===== src/rtl/nim_rate_scaler.sv =====
// rtl/nim_rate_scaler.sv - per-channel rising-edge rate scaler with gated windows
// Optional running totals are built when NIM_SCALER_TOTALS_EN is defined.
module nim_rate_scaler #(
   parameter int N_CH       = 16,
   parameter int CNT_W      = 32,
   parameter int TOT_W      = 48,
   parameter int GATE_TICKS = 100_000_000
) (
   input  logic                    clk,
   input  logic                    reset,
   input  logic [N_CH-1:0]         trig_in,
   input  logic                    enable,
   input  logic                    clear,
   output logic [N_CH*CNT_W-1:0]   rates_out,
   output logic [N_CH*TOT_W-1:0]   totals_out,
   output logic                    gate_done,
   output logic [31:0]             gate_count
);

   localparam int               TICK_W    = $clog2(GATE_TICKS);
   localparam logic [TICK_W-1:0] TICK_LAST = TICK_W'(GATE_TICKS - 1);
   localparam logic [CNT_W-1:0] CNT_MAX   = '1;

   logic [N_CH-1:0]        trig_q;
   logic [N_CH-1:0]        rise;
   logic [TICK_W-1:0]      tick_q;
   logic [CNT_W-1:0]       live_q [N_CH];
   logic [CNT_W-1:0]       live_d [N_CH];
   logic [N_CH*CNT_W-1:0]  rates_q;
   logic [31:0]            gate_count_q;
   logic                   close_q;
   logic                   done_q;

   // live_d already includes this cycle's edge, so the closing edge lands in the closing window
   always_comb begin
      rise = trig_in & ~trig_q;
      for (int i = 0; i < N_CH; i++) begin
         live_d[i] = (rise[i] && live_q[i] != CNT_MAX) ? live_q[i] + CNT_W'(1) : live_q[i];
      end
   end

   always_ff @(posedge clk or posedge reset) begin
      if (reset) begin
         trig_q       <= '1;
         tick_q       <= '0;
         live_q       <= '{default: '0};
         rates_q      <= '0;
         gate_count_q <= '0;
         close_q      <= 1'b0;
         done_q       <= 1'b0;
      end else begin
         trig_q <= trig_in;
         if (clear) begin
            tick_q       <= '0;
            live_q       <= '{default: '0};
            rates_q      <= '0;
            gate_count_q <= '0;
            close_q      <= 1'b0;
            done_q       <= 1'b0;
         end else begin
            done_q  <= close_q;
            close_q <= 1'b0;
            if (enable) begin
               if (tick_q == TICK_LAST) begin
                  tick_q       <= '0;
                  gate_count_q <= gate_count_q + 32'd1;
                  close_q      <= 1'b1;
                  for (int i = 0; i < N_CH; i++) begin
                     rates_q[i*CNT_W +: CNT_W] <= live_d[i];
                     live_q[i]                 <= '0;
                  end
               end else begin
                  tick_q <= tick_q + TICK_W'(1);
                  live_q <= live_d;
               end
            end
         end
      end
   end

   assign rates_out  = rates_q;
   assign gate_count = gate_count_q;
   assign gate_done  = done_q;

`ifdef NIM_SCALER_TOTALS_EN
   localparam logic [TOT_W-1:0] TOT_MAX = '1;

   logic [TOT_W-1:0] tot_q [N_CH];
   logic [TOT_W-1:0] tot_d [N_CH];

   always_comb begin
      for (int i = 0; i < N_CH; i++) begin
         tot_d[i] = (rise[i] && tot_q[i] != TOT_MAX) ? tot_q[i] + TOT_W'(1) : tot_q[i];
      end
   end

   always_ff @(posedge clk or posedge reset) begin
      if (reset) begin
         tot_q <= '{default: '0};
      end else if (clear) begin
         tot_q <= '{default: '0};
      end else if (enable) begin
         tot_q <= tot_d;
      end
   end

   for (genvar g = 0; g < N_CH; g++) begin : g_tot
      assign totals_out[g*TOT_W +: TOT_W] = tot_q[g];
   end
`else
   assign totals_out = '0;
`endif

endmodule

===== config.mk =====
export PLATFORM = sky130hd
export DESIGN_NAME = nim_rate_scaler
export DESIGN_NICKNAME = d
export VERILOG_FILES = /design/src/rtl/nim_rate_scaler.sv
export SDC_FILE = /design/constraint.sdc
export NUM_CORES = 2
export LEC_CHECK = 0
export CAP_MARGIN = 10
export CELL_PAD_IN_SITES_DETAIL_PLACEMENT = 1
export CELL_PAD_IN_SITES_GLOBAL_PLACEMENT = 1
export CORE_AREA = 2 2 524 526
export CTS_BUF_LIST = sky130_fd_sc_hd__clkbuf_4 sky130_fd_sc_hd__clkbuf_8
export DETAILED_ROUTE_END_ITERATION = 8
export DIE_AREA = 0 0 526 528
export PLACE_DENSITY = 0.53
export SYNTH_ARGS = -nofsm -noshare
export SYNTH_HDL_FRONTEND = slang
export SYNTH_SLANG_ARGS = --single-unit

===== constraint.sdc =====
create_clock -name clk -period 71 [get_ports clk]
set_input_delay 7.1 -clock clk [delete_from_list [all_inputs] [get_ports clk]]
set_output_delay 7.1 -clock clk [all_outputs]
set_load 0.05 [all_outputs]

# After elaboration in Yosys (flattened, before gate mapping)
# Cells that the tools add are included.
[word_totals]
output_inout_bits = 1313
register_bits = 1101
[op_classes]
bitwise_logic = 2
eq_ne = 17
n_reduce_logical = 19
mux = 32
n_addsub = 18
[op_table]
columns = ["cell", "n"]
rows = [
  ["two-way mux 512 bit", 6],
  ["two-way mux 32 bit", 19],
  ["adder 32 x 1 -> 32 bit (second input constant)", 17],
  ["!= test 32 bit (second input constant)", 16],
  ["two-way mux 27 bit", 3],
  ["adder 27 x 1 -> 27 bit (second input constant)", 1],
  ["equality test 27 bit (second input constant)", 1],
  ["AND 16 bit", 1],
  ["logical AND 1 bit", 16],
  ["inverter 16 bit", 1],
  ["two-way mux 1 bit", 4],
  ["nonzero test 2 bit", 2],
  ["AND reduction 2 bit", 1],
]

# Logic depth before layout (Yosys ltp)
[logic_depth]
word_depth = 7
ltp_mapped = 11
mapped_depth_nobuf = 7

# Least setup slack after synthesis
# Ideal clock, no wire load.
[synth_path]
kind = "input to register"
start = "in trig_in[3]"
end = "reg rates_q[122] (netlist: rates_out[122])"
setup_time_ps = 94
t_required_ps = 70906
n_path_buf = 1
path_slack_ps = 62177
arrival_time_ps = 8729
stages = 7
path_cell_list = "and3b_1 > clkbuf_1 > nand4_1 > nor4_2 > nand3_1 > xor2_1 > a211oi_1"
[synth_via]
elab_chain_len = 6
[synth_rtl]
columns = ["element", "line_no", "text"]
rows = [
  ["start: declaration", "11", "input logic [N_CH-1:0] trig_in,"],
  ["AND 16 bit", "36", "rise = trig_in & ~trig_q;"],
  ["logical AND 1 bit", "38", "live_d[i] = (rise[i] && live_q[i] != CNT_MAX) ? live_q[i] + CNT_W'(1) : live_q[i];"],
  ["two-way mux 32 bit", "38", ""],
  ["two-way mux 512 bit", "64", "if (tick_q == TICK_LAST) begin"],
  ["two-way mux 512 bit", "63", "if (enable) begin"],
  ["two-way mux 512 bit", "53", "if (clear) begin"],
  ["end signal: indexed assignment", "69", "rates_q[i*CNT_W +: CNT_W] <= live_d[i];"],
  ["end: declaration", "29", "logic [N_CH*CNT_W-1:0] rates_q;"],
]
# Every way passes these cells. The select of a mux whose other input is x is not followed.
# A chain may end at the register's enable or synchronous reset.

==> results.json <==
{
  "grtUsageTotal": 0.173,
  "power_uw": 1540,
  "worst_setup_path_end_kind": "asynchronous set/reset pin",
  "synth_top_area_share": 0.412,
  "cap_violations": 0,
  "synth_fa_ha_area_frac": 0.00342,
  "drt_iter0_markers": 2872,
  "fin_crit_sh": 0.166,
  "synthMuxAreaShare": 0.00674,
  "vias": 55974,
  "max_freq_mhz": 85.1,
  "grt_pass1_vias": 56981,
  "core_mm2": 0.272,
  "fin_tns_setup_ns": 0,
  "min_path_type": "flip-flop to flip-flop",
  "areaGrowthSynthToFinish_pct": 16.6,
  "via_per_inst": 4.85,
  "synth_edf_count": 0,
  "synth_ff_type": "dfrtp_1",
  "wl_mm": 248,
  "io_pins": 1333,
  "postSynthAreaPerCell_um2": 8.88,
  "syn-cell-area_mm2": 0.0659,
  "holdWs_ns": 0.493,
  "post_cts_resize_count": 0,
  "postCtsSetupRepairBufs": 0,
  "netlist_top_cells_area": "dfrtp_1 41%, buf_4 8.8%, a211oi_1 5.4%, nor2_1 4.0%, xnor2_1 3.8%",
  "async_reset_ff_frac": 1.00,
  "p_leak_uw": 0.0296,
  "synth_most_common_cell": "dfrtp_1",
  "cp.arrival_ns": 12.74,
  "setup_violations": 0,
  "hold_viol": 0,
  "placed_cells": 11128,
  "cp_max_fo": 96,
  "yosysWarnings": 0,
  "dp_hpwl_mm": 167,
  "clkSinkCount": 1101,
  "synth_top_cells_by_count": "1,085 x dfrtp_1, 771 x buf_4, 698 x nor2_1",
  "clk_transition_reported_paths_ns": 0.06,
  "netlist.top_cell.by_area": "dfrtp_1",
  "die-area_mm2": 0.278,
  "insertion_delay_ns": 1.01,
  "fp.dieW_um": 526,
  "cts_tree": "done",
  "synth_simple_gate_area_frac": 0.200,
  "outcome": "completed",
  "avgRoutedWirePerCell_um": 21.5,
  "first_pass_iters": 8,
  "synth_top_family_by_area": "simple AND/OR/NAND/NOR gates",
  "synth_cells": 7425,
  "required_ns": 71.99,
  "die_y_um": 528,
  "antenna_found_initial": 13,
  "overflow": 0,
  "crit_type": "input pin to asynchronous set/reset pin",
  "relSlewSlack": 0.155,
  "root_buffer": "clkbuf_8",
  "synth-xor-area-share": 0.0676,
  "port_buffers": 564,
  "skew_ns": 0.0602,
  "p_per_area_mw_per_mm2": 20.0,
  "grt_max_degree": 179,
  "nets": 7797,
  "ir_drop_mv": 0.0167,
  "row_count": 192,
  "place_congestion": 0.813,
  "start_util": 0.242,
  "cts_buffers": 218,
  "detail-route-antenna-nets": 0,
  "drv_slew": 0,
  "rsz0062_at_grt": "false",
  "fin_cells": 11544,
  "yosys_register_bits": 1101,
  "htree_levels": 4,
  "min_period_ns": 11.76,
  "drc_errors": 0,
  "drive_above_1_share": 0.0787,
  "critPathLaunchType": "input pin",
  "cts_buffer_depth": 3,
  "worst_slew_pin_slew_ns": 1.27,
  "hold_buffers": 0,
  "grt_pass1_wl_mm": 374,
  "yosysUniqueCellTypes": 99,
  "synth_compound_gate_area_share": 0.177,
  "synth_seq_area_share": 0.418
}
layer usage:
metal / up-vias / global-route usage / share of wire / wire length [µm]
li1: 25758 / - / - / -
met1: 28597 / 0.232 / 0.46 / 113000
met2: 1297 / 0.286 / 0.48 / 118000
met3: 316 / 0.0306 / 0.047 / 11600
met4: 6 / 0.0432 / 0.021 / 5290
met5: - / 0 / 0.00019 / 47
cells by family after synthesis:
family / count (synthesis)
simple gates: 2594
compound gates: 1762
buf+inv: 1396
flops: 1101
xor+xnor: 509
mux: 44
fa+ha+maj: 18
other cells: 1
flip-flops by register name, indices dropped and copies added (netlist names):
signal,cells
rates_out,512
close_q,1
gate_done,1
trig_q,16
gate_count,32
tick_q,27
live_q,512
path summary, 6_finish.rpt:
check                                             end                       start  slack, ns  cells past startpoint
min in group asynchronous  rates_out[498]$_DFFE_PP0P_                       reset       6.59                      2
setup reg to reg            rates_out[30]$_DFFE_PP0P_       tick_q[9]$_DFFE_PP0P_      66.13                      9
hold reg to reg            rates_out[410]$_DFFE_PP0P_  rates_out[410]$_DFFE_PP0P_       0.49                      2
max in group clk               live_q[65]$_DFFE_PP0P_                       clear      60.74                      7
hold / removal             rates_out[410]$_DFFE_PP0P_  rates_out[410]$_DFFE_PP0P_       0.49                      2
setup / recovery              live_q[309]$_DFFE_PP0P_                       reset      59.24                      8
report_power, final:
group	switching (µW)	internal [µW]	total [µW]
Sequential	3.12	630	634
Clock	322	432	754
Combinational	140	12.1	152
critical path, cell delays in order:
cell	delay, ns
clkdlybuf4s50_1	0.49
inv_8	0.50
buf_4	0.73
buf_4	0.77
buf_4	0.71
buf_4	0.77
buf_4	0.67
buf_4	0.76
through the flow:
stage | instance area (µm²) | setup slack (ns) | util
finish | 76800 | 59.24 | 0.282
global route | 76800 | 58.55 | 0.282
CTS | 76800 | 59.04 | 0.282
detailed placement | 71700 | 57.88 | 0.263
global placement | 71700 | 57.92 | 0.263
floorplan | 68800 | 32.93 | -
layout make-up:
type                       instances  area [µm²]
clock inverter                    46         602
fill                           31955      196000
sequential                      1101       27600
tap                             3589        4490
clock buffer                     360        4490
inverter                         100         385
timing repair buffer             643        6320
multi-input combinational       5695       33000
antenna                           10        25.0
cells in the final DEF (no fill, tap or decap), types with 147 or more instances in the layout:
cell                n
nor2_1            694
xor2_1            221
dfrtp_1          1085
a31oi_1           216
clkdlybuf4s50_1   562
a211oi_1          474
nand3_1           279
clkbuf_8          286
nor3_1            147
o21ai_0           442
nand2_1           572
nand4_1           214
xnor2_1           288
conb_1            768
a21oi_1           261
No activity file was read; power rests on OpenSTA's default activity.
